===== src/rtl/cn_serial_minsum_ctrl_if.sv =====
// Handshake bundle for the serial min-sum check-node controller:
// variable-to-check input stream and check-to-variable output stream.
interface cn_serial_minsum_ctrl_if #(
  parameter int W     = 16,
  parameter int DEG_W = 4
);
  logic [DEG_W-1:0] deg_cfg;
  logic             in_valid;
  logic             in_ready;
  logic [W-1:0]     in_msg;
  logic             out_valid;
  logic             out_ready;
  logic [W-1:0]     out_msg;
  logic [DEG_W-1:0] out_idx;
  logic             out_last;
  logic             busy;

  modport master (
    output deg_cfg,
    output in_valid,
    output in_msg,
    output out_ready,
    input  in_ready,
    input  out_valid,
    input  out_msg,
    input  out_idx,
    input  out_last,
    input  busy
  );

  modport slave (
    input  deg_cfg,
    input  in_valid,
    input  in_msg,
    input  out_ready,
    output in_ready,
    output out_valid,
    output out_msg,
    output out_idx,
    output out_last,
    output busy
  );
endinterface


===== src/rtl/cn_serial_minsum_ctrl.sv =====
// Time-shared min-sum check node: collects deg messages, then emits deg
// extrinsic replies in input order. Define CN_OFFSET_EN for offset min-sum.
module cn_serial_minsum_ctrl #(
  parameter int INT     = 8,
  parameter int FRAC    = 8,
  parameter int MAX_DEG = 8,
  parameter int DEG_W   = 4,
  parameter logic [INT+FRAC-1:0] OFFSET = 16'h0080
) (
  input logic clk,
  input logic rst_n,
  cn_serial_minsum_ctrl_if.slave bus
);
  localparam int W = INT + FRAC;
  localparam int NSGN = 1 << DEG_W;
  localparam logic [W-1:0] MAX_POS = {1'b0, {(W-1){1'b1}}};
  localparam logic [W-1:0] MOST_NEG = {1'b1, {(W-1){1'b0}}};
  localparam logic [DEG_W-1:0] ONE = DEG_W'(1);

  typedef enum logic [1:0] {
    IDLE,
    COLLECT,
    EMIT
  } state_t;

  state_t state;

  logic [DEG_W-1:0] deg;
  logic [DEG_W-1:0] cnt;
  logic [DEG_W-1:0] min1_idx;
  logic [DEG_W-1:0] out_idx;
  logic [W-1:0]     min1;
  logic [W-1:0]     min2;
  logic [NSGN-1:0]  sign;
  logic             sign_prod;
  logic             in_ready;
  logic             out_valid;
  logic             out_last;
  logic             busy;

  logic             in_fire;
  logic             out_fire;
  logic [W-1:0]     in_abs;
  logic [DEG_W-1:0] deg_clamp;
  logic [W-1:0]     mag_raw;
  logic [W-1:0]     mag;
  logic             s_out;
  logic [W-1:0]     msg_c;

  assign in_fire  = bus.in_valid & in_ready;
  assign out_fire = out_valid & bus.out_ready;

  // Most negative input has no positive twin; pin it to max positive.
  always_comb begin
    in_abs = bus.in_msg;
    if (bus.in_msg[W-1]) begin
      if (bus.in_msg == MOST_NEG) in_abs = MAX_POS;
      else                        in_abs = -bus.in_msg;
    end
  end

  always_comb begin
    deg_clamp = bus.deg_cfg;
    if (bus.deg_cfg < DEG_W'(2))
      deg_clamp = DEG_W'(2);
    else if (bus.deg_cfg > DEG_W'(MAX_DEG))
      deg_clamp = DEG_W'(MAX_DEG);
  end

  always_comb begin
    mag_raw = (out_idx == min1_idx) ? min2 : min1;
`ifdef CN_OFFSET_EN
    mag = (mag_raw > OFFSET) ? mag_raw - OFFSET : '0;
`else
    mag = mag_raw;
`endif
    s_out = sign_prod ^ sign[out_idx];
    msg_c = s_out ? -mag : mag;
  end

`ifndef CN_OFFSET_EN
  logic unused_offset;
  assign unused_offset = ^OFFSET;
`endif

  always_ff @(posedge clk or negedge rst_n) begin
    if (!rst_n) begin
      state     <= IDLE;
      in_ready  <= 1'b0;
      out_valid <= 1'b0;
      out_idx   <= '0;
      out_last  <= 1'b0;
      busy      <= 1'b0;
      deg       <= DEG_W'(2);
      cnt       <= '0;
      min1      <= MAX_POS;
      min2      <= MAX_POS;
      min1_idx  <= '0;
      sign      <= '0;
      sign_prod <= 1'b0;
    end else begin
      unique case (state)
        IDLE: begin
          in_ready <= 1'b1;
          if (in_fire) begin
            deg   <= deg_clamp;
            cnt   <= ONE;
            busy  <= 1'b1;
            state <= COLLECT;
          end
        end
        COLLECT: begin
          if (in_fire) begin
            cnt <= cnt + ONE;
            if (cnt == deg - ONE) begin
              state     <= EMIT;
              cnt       <= '0;
              in_ready  <= 1'b0;
              out_valid <= 1'b1;
              out_idx   <= '0;
              out_last  <= 1'b0;
            end
          end
        end
        EMIT: begin
          if (out_fire) begin
            out_idx  <= out_idx + ONE;
            out_last <= (out_idx + ONE == deg - ONE);
            if (out_last) begin
              state     <= IDLE;
              out_valid <= 1'b0;
              out_last  <= 1'b0;
              out_idx   <= '0;
              busy      <= 1'b0;
              in_ready  <= 1'b1;
              min1      <= MAX_POS;
              min2      <= MAX_POS;
              min1_idx  <= '0;
              sign_prod <= 1'b0;
            end
          end
        end
        default: state <= IDLE;
      endcase

      // Ties with min1 fall through to min2.
      if (in_fire) begin
        sign[cnt] <= bus.in_msg[W-1];
        sign_prod <= sign_prod ^ bus.in_msg[W-1];
        if (in_abs < min1) begin
          min2     <= min1;
          min1     <= in_abs;
          min1_idx <= cnt;
        end else if (in_abs < min2) begin
          min2 <= in_abs;
        end
      end
    end
  end

  assign bus.in_ready  = in_ready;
  assign bus.out_valid = out_valid;
  assign bus.out_msg   = out_valid ? msg_c : '0;
  assign bus.out_idx   = out_idx;
  assign bus.out_last  = out_last;
  assign bus.busy      = busy;

endmodule

===== src/flat_wrapper.sv =====
// flat-port wrapper written by rule: the top's interface ports become plain ports
module cn_serial_minsum_ctrl_flat 
#(
  parameter int INT     = 8,
  parameter int FRAC    = 8,
  parameter int MAX_DEG = 8,
  parameter int DEG_W   = 4,
  parameter logic [INT+FRAC-1:0] OFFSET = 16'h0080
)
  (clk, rst_n, bus_deg_cfg, bus_in_valid, bus_in_msg, bus_out_ready, bus_in_ready, bus_out_valid, bus_out_msg, bus_out_idx, bus_out_last, bus_busy);
  cn_serial_minsum_ctrl_if #(.DEG_W(DEG_W)) bus_i ();
  input logic clk;
  input logic rst_n;
  input wire logic [$bits(bus_i.deg_cfg)-1:0] bus_deg_cfg;
  input wire logic [$bits(bus_i.in_valid)-1:0] bus_in_valid;
  input wire logic [$bits(bus_i.in_msg)-1:0] bus_in_msg;
  input wire logic [$bits(bus_i.out_ready)-1:0] bus_out_ready;
  output wire logic [$bits(bus_i.in_ready)-1:0] bus_in_ready;
  output wire logic [$bits(bus_i.out_valid)-1:0] bus_out_valid;
  output wire logic [$bits(bus_i.out_msg)-1:0] bus_out_msg;
  output wire logic [$bits(bus_i.out_idx)-1:0] bus_out_idx;
  output wire logic [$bits(bus_i.out_last)-1:0] bus_out_last;
  output wire logic [$bits(bus_i.busy)-1:0] bus_busy;
  assign bus_i.deg_cfg = bus_deg_cfg;
  assign bus_i.in_valid = bus_in_valid;
  assign bus_i.in_msg = bus_in_msg;
  assign bus_i.out_ready = bus_out_ready;
  assign bus_in_ready = bus_i.in_ready;
  assign bus_out_valid = bus_i.out_valid;
  assign bus_out_msg = bus_i.out_msg;
  assign bus_out_idx = bus_i.out_idx;
  assign bus_out_last = bus_i.out_last;
  assign bus_busy = bus_i.busy;
  cn_serial_minsum_ctrl #(.INT(INT), .FRAC(FRAC), .MAX_DEG(MAX_DEG), .DEG_W(DEG_W), .OFFSET(OFFSET)) u_core (.clk(clk), .rst_n(rst_n), .bus(bus_i));
endmodule

===== config.mk =====
export PLATFORM = sky130hd
export DESIGN_NAME = cn_serial_minsum_ctrl_flat
export DESIGN_NICKNAME = d
export VERILOG_FILES = /design/src/rtl/cn_serial_minsum_ctrl_if.sv /design/src/rtl/cn_serial_minsum_ctrl.sv /design/src/flat_wrapper.sv
export SDC_FILE = /design/constraint.sdc
export NUM_CORES = 1
export LEC_CHECK = 0
export BUFFER_PORTS_ARGS = -buffer_cell sky130_fd_sc_hd__buf_2
export CAP_MARGIN = 20
export CORE_MARGIN = 5
export CORE_UTILIZATION = 40
export DETAILED_ROUTE_END_ITERATION = 6
export PLACE_DENSITY = 0.66
export SETUP_SLACK_MARGIN = 0.1
export SKIP_LAST_GASP = 1
export SLEW_MARGIN = 15
export SYNTH_ARGS = -nofsm -noshare
export SYNTH_HDL_FRONTEND = slang
export SYNTH_SLANG_ARGS = --single-unit

===== constraint.sdc =====
create_clock -name clk -period 5 [get_ports clk]
set_clock_uncertainty 0.05 [all_clocks]
set_input_delay 0.75 -clock clk [delete_from_list [all_inputs] [get_ports clk]]
set_output_delay 0.75 -clock clk [all_outputs]
set_load 0.01 [all_outputs]

==> impl_metrics.ini, run 1 <==
[synthesis]
syn_nets = 703
avgSynthCellArea_um2 = 8.587
synth_edf_count = 0
async_flop_share_pct = 100.0
synth_seq_area_share_pct = 32.98
syn-cell-area_um2 = 5504
yosys_warnings = 0
synth_ff_type = dfrtp_1
syn_inst = 641
ys_ff_latch = 71
synth_cell_types = 63

[timing]
worst_slack_ns = 0.4547
fmax_mhz = 220.0
setup-tns-final_ns = 0
post-route-period-util_pct = 90.91
finalSetupViolations = 0
worst_hold_slack_ns = 0.3660
slew_violations = 0
relSlewSlack_pct = 50.38
finalHoldViolCount = 0
finalCriticalPeriod_ns = 4.545
grt_setup_unrepaired = no
worst-slew-pin-transition_ns = 0.7442

[global_route]
grt_pass1_wl_um = 23540
antenna_found_initial = 3
globalRouteTotalUtil_pct = 17.84
grt_pass1_vias = 4761
grt_max_degree = 46
grt_overflow = 0

[setup_path]
crit_chain = mux4_2, and4_1, nor4_1, nand2_1, or3_1, a21oi_1, buf_2
path_class = flop to primary output
crit_arrival_ns = 3.75
cp_max_fo = 18
crit_required_ns = 4.20
cpMaxStageDelayCell = dfrtp_1
end_kind = primary output
worstSetupStartpointType = flop
cpPeakStageDelay_ns = 0.66

[routing]
drt_pre_antenna_iters = 5
drtIter0Drc = 320
wl_per_cell_um = 16.76
detail_route.vias_per_cell = 5.695
totalWireLength_um = 14380
antenna_left = 0
drc = 0
num_vias = 4886

[floorplan]
die_area_um2 = 16210
pin_count = 48
initial_core_util_pct = 41.24
core-area_um2 = 13350
fp-row-count = 42
die_y_um = 127.3
die_x_um = 127.3

[finish]
final_nets = 739
fillers = 1320
postLayoutCellArea_um2 = 6145
drive_gt1_share_pct = 21.70
areaGrowthSynthToFinish_pct = 11.64
n_antenna_cell = 0

[clock_tree]
cts_sinks = 71
htree_num_levels = 3
clk_pin_slew_ns = 0.06
clk_latency_ns = 0.33
hold_buffers = 0
cts_tree = done
ctsRootBufferMaster = clkbuf_16
cts-resized-gates = 0
cts_buffers = 9
cts_setup_buffers = 0
cts_max_path_buffers = 2

[power_and_ir_drop]
ir_worst_vdd_uv = 294.0
p_leak_nw = 2.846
cellPowerDensity_nw_per_um2 = 707.1

[placed_design]
pre_cts_ws_ns = 0.1817
gp_congestion = 0.9167
post_dp_cell_area_um2 = 5858
dp_hpwl_um = 11080
numPortBuffers = 47

[hold_path]
min_path_type = input port to asynchronous set/reset pin

[job]
maxCapViolCount = 0

[outcome]
outcome = complete, no violations
[stage by stage]
stage | instances | power, mW | util, %
3_5_place_dp | 842 | 3.717 | 43.89
3_3_place_gp | 842 | 3.640 | 43.89
5_1_grt | 858 | 4.732 | 46.03
2_1_floorplan | 641 | 3.065 | -
6_report | 858 | 4.345 | 46.03
4_1_cts | 858 | 4.347 | 46.03
[logic make-up (layout without fill, tap and decap cells)]
group	after synthesis	after routing	share of synthesized area, %
compound gates	152	152	18.82
xor+xnor	36	36	5.979
fa+ha+maj	38	38	8.638
buf+inv	93	134	7.502
flops	71	71	32.98
mux	34	34	7.525
simple gates	217	217	18.55
[where the power goes]
part / switching [mW] / leakage (nW) / total [mW] / internal, mW
sequential: 0.290 / 0.833 / 1.21 / 0.915
combinational: 1.45 / 1.87 / 2.52 / 1.07
clock: 0.251 / 0.139 / 0.615 / 0.364
[final timing paths]
kind	start	endpoint	slack, ns	cells past startpoint
setup / recovery	u_core.bus.out_idx[0]$_DFFE_PN0P_	bus_out_msg[11]	0.45	7
hold / removal	rst_n	u_core.deg[0]$_DFFE_PN0P_	0.37	1
setup reg to reg	u_core.min1[3]$_DFF_PN1_	u_core.min2[8]$_DFF_PN1_	2.14	9
hold reg to reg	u_core.sign[15]$_DFFE_PN0P_	u_core.sign[15]$_DFFE_PN0P_	0.45	1
max in group asynchronous	rst_n	u_core.min2[10]$_DFF_PN1_	3.53	2
min in group clk	u_core.sign[15]$_DFFE_PN0P_	u_core.sign[15]$_DFFE_PN0P_	0.45	1
[flip-flops by register name, summed over array words and instances, names as in the netlist]
register and count:
u_core.cnt 4, u_core.bus.in_ready 1, u_core.deg 4, u_core.bus.out_idx 4, u_core.min2 16, u_core.min1_idx 4
u_core.bus.out_last 1, u_core.bus.out_valid 1, u_core.sign 16, u_core.min1 16, u_core.state 2, u_core.sign_prod 1
u_core.bus.busy 1
[synthesized netlist by cell type, types with 4 or more instances]
library cell | number | area share, %
inv_1 | 58 | 4.0
o41ai_1 | 5 | 0.80
o22ai_1 | 4 | 0.45
o21ai_0 | 53 | 4.8
and2_1 | 6 | 0.68
dfrtp_1 | 40 | 18
mux2_2 | 19 | 3.9
nand2b_1 | 5 | 0.57
mux2i_1 | 11 | 2.0
xor2_1 | 18 | 2.9
nor2_1 | 85 | 5.8
nand2_1 | 45 | 3.1
ha_1 | 38 | 8.6
nand3_1 | 19 | 1.7
dfstp_2 | 31 | 15
nor4_1 | 7 | 0.80
xnor2_1 | 17 | 2.7
mux4_2 | 4 | 1.6
nand4_1 | 9 | 1.0
nor3_1 | 18 | 1.6
or3_1 | 4 | 0.45
buf_6 | 6 | 1.2
o31ai_1 | 4 | 0.55
a221oi_2 | 11 | 3.0
a31oi_1 | 9 | 1.0
a21oi_1 | 39 | 3.5
clkbuf_1 | 23 | 1.6
[final cells by class]
class / count / area [um^2] / share of cell area [%]
sequential: 71 / 1815 / 29.55
timing repair buffer: 59 / 325.3 / 5.294
multi-input combinational: 477 / 3276 / 53.31
tap: 176 / 220.2 / 3.584
inverter: 59 / 221.5 / 3.604
clock inverter: 4 / 30.03 / 0.4887
clock buffer: 12 / 256.5 / 4.174
[critical path: cells and delay by family (launching register included)]
family	cells	cell delay (ns)
multiplexers	1	0.60
flip-flops	1	0.66
AO/OA/AOI/OAI	1	0.15
buffers and inverters	1	0.16
AND/OR/NAND/NOR	4	1.83
[cells in the final DEF (no fill, tap or decap), types with 19 or more instances in the layout]
cell type and count:
a21oi_1 39, buf_2 47, dfrtp_1 40, dfstp_2 31
ha_1 38, inv_1 58, mux2_2 19, nand2_1 45
nand3_1 19, nor2_1 85, o21ai_0 53
[routing by layer]
metal | wire, um | track usage, % | vias to the layer above
met3 | 936 | 3.214 | 32
met4 | 335 | 6.562 | 6
li1 | - | - | 2327
met1 | 6326 | 23.75 | 2343
met2 | 6736 | 29.05 | 178
met5 | 40 | 0 | -
No activity file was read; power rests on OpenSTA's default activity.
==> run 2: changes to the inputs <==
CORE_ASPECT_RATIO = 2   (was default)
==> run 2 against run 1 <==
Against the previous run:
- setup slack better by 0.0082 ns
- count of clock-buffer cells in the layout is 1 lower
- utilization is 0.20 points lower
- first-iteration DRC count is 27% lower
- sequential power hardly changed
- clock power is 6.2% higher
- register-to-register slack worse by 0.03 ns
- die area is 0.87% higher
- combinational power is 3% higher
- largest power group unchanged
- via count is 0.47% lower
- total power is 2.8% higher
- final area is 0.79% higher
==> impl_metrics.ini, run 2 (synthesis results as in run 1) <==
[outcome]
outcome = complete, no violations

[routing]
num_vias = 4863
drtIter0Drc = 234
drc = 0
antenna_left = 0
wl_per_cell_um = 18.25
detail_route.vias_per_cell = 5.789
totalWireLength_um = 15330
drt_pre_antenna_iters = 5

[job]
maxCapViolCount = 0

[setup_path]
path_buf_inv = 3
cpMaxStageDelayCell = or4_4
cp.depth = 16
end_kind = flop
crit_arrival_ns = 4.72
cpMostUsedCell = buf_4
cpPeakStageDelay_ns = 0.54
path_class = input port to flop
rr_worst_depth = 10
crit_required_ns = 5.19
worstSetupStartpointType = input port
cp_max_fo = 7
crit_chain = buf_2, or4_4, or2_1, nor3_1, nor2_1, mux2i_1, buf_4, ha_1, nand4_1, nor3_2, nand2_1, o221a_4, nand4_2, and3_1, buf_4, a221oi_2
worst_path_dominant_cell_family = simple AND/OR/NAND/NOR gates

[power_and_ir_drop]
cellPowerDensity_nw_per_um2 = 721.3
p_leak_nw = 2.884
ir_worst_vdd_uv = 314.1
power.total_mw = 4.467

[floorplan]
core-area_um2 = 13510
die_area_um2 = 16350
die_x_um = 92.95
initial_core_util_pct = 40.73
fp-row-count = 60
pin_count = 48
die_y_um = 175.9

[timing]
relSlewSlack_pct = 39.46
worst-slew-pin-transition_ns = 0.9081
finalCriticalPeriod_ns = 4.537
finalHoldViolCount = 0
finalSetupViolations = 0
slew_violations = 0
worst_hold_slack_ns = 0.4507
grt_setup_unrepaired = no
fmax_mhz = 220.4
post-route-period-util_pct = 90.74

[placed_design]
numPortBuffers = 47
dp_hpwl_um = 12040
post_dp_cell_area_um2 = 5879
gp_congestion = 0.9079

[clock_tree]
clk_latency_ns = 0.33
cts_buffers = 9
cts_sinks = 71
ctsRootBufferMaster = clkbuf_16
htree_num_levels = 3
cts_max_path_buffers = 2
clk_pin_slew_ns = 0.06
cts_tree = done

[finish]
final_nets = 742
drive_gt1_share_pct = 22.34
n_antenna_cell = 0
postLayoutCellArea_um2 = 6193
reg_top3 = u_core.min1 (16), u_core.min2 (16), u_core.sign (16)
areaGrowthSynthToFinish_pct = 12.53
layout_commonest_cell = nor2_1
final_cell_mix = nor2_1, inv_1, o21ai_0, buf_2, nand2_1

[global_route]
antenna_found_initial = 0
grt_pass1_vias = 5080
globalRouteTotalUtil_pct = 19.25
grt_pass1_wl_um = 24840
grt_max_degree = 72
grt_overflow = 0

[hold_path]
min_path_type = flop to flop
hold_path_depth = 1
-- run 2: routing by layer --
layer | routed length (um) | track usage, % | vias up
met5 | 0 | 0 | -
met1 | 5391 | 18.41 | 2355
met4 | 685 | 11.56 | 0
met3 | 527 | 3.000 | 45
met2 | 8725 | 37.20 | 122
li1 | - | - | 2341
-- run 2: layout make-up --
type	instances	area [um^2]
clock buffers	11	252.7
clock inverters	5	56.30
fillers	1305	7320
inverters	59	221.5
multi-input cells	477	3281
flip-flops and latches	71	1815
well taps	155	193.9
repair buffers	62	372.9
-- run 2: final timing paths --
kind / start / to / slack [ns]
setup / recovery: bus_in_msg[7] / u_core.min2[9]$_DFF_PN1_ / 0.46
hold / removal: u_core.sign[7]$_DFFE_PN0P_ / u_core.sign[7]$_DFFE_PN0P_ / 0.45
setup reg to reg: u_core.min1[14]$_DFF_PN1_ / u_core.min2[9]$_DFF_PN1_ / 2.11
hold reg to reg: u_core.sign[7]$_DFFE_PN0P_ / u_core.sign[7]$_DFFE_PN0P_ / 0.45
max in group asynchronous: rst_n / u_core.min1_idx[3]$_DFF_PN0_ / 3.74
min in group asynchronous: rst_n / u_core.bus.out_valid$_DFFE_PN0P_ / 0.57
-- run 2: power breakdown --
part           internal (mW)  switching [mW]  leakage [nW]  total, mW
combinational           1.09            1.51          1.90       2.60
clock                  0.412           0.241         0.152      0.653
sequential             0.916           0.297         0.833       1.21
-- run 2: through the flow --
step	utilization [%]	cells	setup TNS (ns)	worst slack [ns]
global route	45.83	840	0	0.1756
global placement	43.51	824	0	0.04215
CTS	45.80	840	0	0.2993
finish	45.83	840	0	0.4630
detailed placement	43.51	824	-0.1218	-0.03842
floorplan	-	641	0	0.3853
-- run 2: what timing repair did --
action,in CTS,in global routing
hold endpoints to repair,0,0
setup buffers,0,0
hold buffers,0,0
endpoints found under the setup margin,0,9
resized for setup,0,1
-- run 2: worst register-to-register path: cells and delay by family (launching register included) --
family          cells  cell delay [ns]
flops               1             0.55
fa+ha+maj           1             0.32
simple gates        5             1.22
compound gates      2             0.38
buf+inv             2             0.26
==> run 3: changes to the inputs <==
CORE_MARGIN = 2   (was 5)
==> run 3 against run 2 <==
Against the previous run:
- sequential power hardly changed
- via count is 1.0% higher
- register-to-register slack got worse by 0.19 ns
- setup slack lost 0.15 ns
- maximum frequency down 3.2%
- final area is essentially flat
- count of clock-buffer cells in the layout increased by 2
- utilization rose by 0.29 points
- wire length rose by 0.89%
==> impl_metrics.ini, run 3 (synthesis results as in run 1) <==
[hold_path]
hold_path.startpoint = u_core.sign[15]$_DFFE_PN0P_
hold_path_depth = 1
min_path_type = flop to flop
hold_end = u_core.sign[15]$_DFFE_PN0P_

[floorplan]
pin_count = 48
die_x_um = 86.95
fp-row-count = 60
initial_core_util_pct = 40.96
die_area_um2 = 14770
core-area_um2 = 13440
die_y_um = 169.9

[global_route]
globalRouteTotalUtil_pct = 21.84
grt_pass1_vias = 5131
grt_max_degree = 72
grt_pass1_wl_um = 25010
grt_overflow = 0
antenna_found_initial = 0

[timing]
slew_violations = 0
fmax_mhz = 213.3
worst-slew-pin-transition_ns = 1.086
post-route-period-util_pct = 93.76
setup-tns-final_ns = 0
finalSetupViolations = 0
finalHoldViolCount = 0
finalCriticalPeriod_ns = 4.688
relSlewSlack_pct = 27.33
worst_slack_ns = 0.3119
grt_setup_unrepaired = no
worst_hold_slack_ns = 0.4553

[finish]
finalNonFillerCells = 839
final_util_pct = 46.13
postLayoutCellArea_um2 = 6198
multiInputGateArea_um2 = 3276
n_antenna_cell = 0
drive_gt1_share_pct = 21.93
fillers = 1253
final_cell_mix = nor2_1, inv_1, o21ai_0, buf_2, nand2_1
areaGrowthSynthToFinish_pct = 12.62
layout_commonest_cell = nor2_1
reg_top3 = u_core.min1 (16), u_core.min2 (16), u_core.sign (16)
final_nets = 741
final-seq-area_um2 = 1815

[setup_path]
path_buf_inv = 3
worstSetupStartpointType = input port
rr_startpoint = u_core.min1[14]$_DFF_PN1_
rrSetupSlack_ns = 1.92
crit_required_ns = 5.20
crit_path_start = bus_in_msg[7]
path_class = input port to flop
end_kind = flop
worst_path_dominant_cell_family = simple AND/OR/NAND/NOR gates
crit_arrival_ns = 4.89
cpPeakStageDelay_ns = 0.54
rr_worst_depth = 10
cpMaxStageDelayCell = or4_4
cp_max_fo = 38
r2r-end = u_core.min2[1]$_DFF_PN1_
crit_chain = buf_2, or4_4, or2_1, or3_1, o311a_1, o21bai_1, inv_1, ha_1, nand4_1, nor3_1, nand3_1, o221a_4, nand4_2, buf_4, nor2_1, a221oi_1

[routing]
drc = 0
wl_per_cell_um = 18.44
drt_pre_antenna_iters = 5
antenna_left = 0
drtIter0Drc = 322
totalWireLength_um = 15470
detail_route.vias_per_cell = 5.857
num_vias = 4914

[clock_tree]
cts-resized-gates = 0
cts_buffers = 9
cts_setup_buffers = 0
cts_tree = done
htree_num_levels = 3
clk_latency_ns = 0.34
hold_buffers = 0
cts_sinks = 71
cts_max_path_buffers = 2
ctsRootBufferMaster = clkbuf_16
clk_pin_slew_ns = 0.06

[power_and_ir_drop]
cellPowerDensity_nw_per_um2 = 729.2
p_leak_nw = 2.884
power.total_mw = 4.520
ir_worst_vdd_uv = 394.8

[placed_design]
numPortBuffers = 47
post_dp_cell_area_um2 = 5859
dp.cells = 823
dp_hpwl_um = 12140
gp_congestion = 0.9691
pre_cts_ws_ns = -0.003301

[outcome]
outcome = complete, no violations

[job]
maxCapViolCount = 0
-- run 3: cell type report --
class                      count  share of cell area, %
sequential                    71                  29.29
multi-input combinational    477                  52.85
timing repair buffer          61                  5.692
clock buffer                  13                  4.723
clock inverter                 3                 0.7469
tap                          155                  3.129
inverter                      59                  3.573
-- run 3: metal layers --
layer  track usage, %  up-vias  share of wire (%)
met5                0        -                  0
met4            13.38        0                5.5
met3            3.783       56                4.0
met2            40.99      158                 55
met1            21.21     2359                 35
li1                 -     2341                  -
-- run 3: worst max-delay path by stage --
stage	slack, ns	end	depth (start not counted)
floorplan	0.39	u_core.min2[11]$_DFF_PN1_	16
global placement	0.16	u_core.min2[1]$_DFF_PN1_	16
detailed placement	-0.003	u_core.min2[1]$_DFF_PN1_	16
CTS	0.36	u_core.min2[1]$_DFF_PN1_	16
global route	0.16	u_core.min2[5]$_DFF_PN1_	16
finish	0.31	u_core.min2[1]$_DFF_PN1_	16
-- run 3: where the power goes --
group	total, mW	switching [mW]	internal [mW]
Sequential	1.21	0.297	0.916
Combinational	2.59	1.51	1.08
Clock	0.716	0.254	0.462
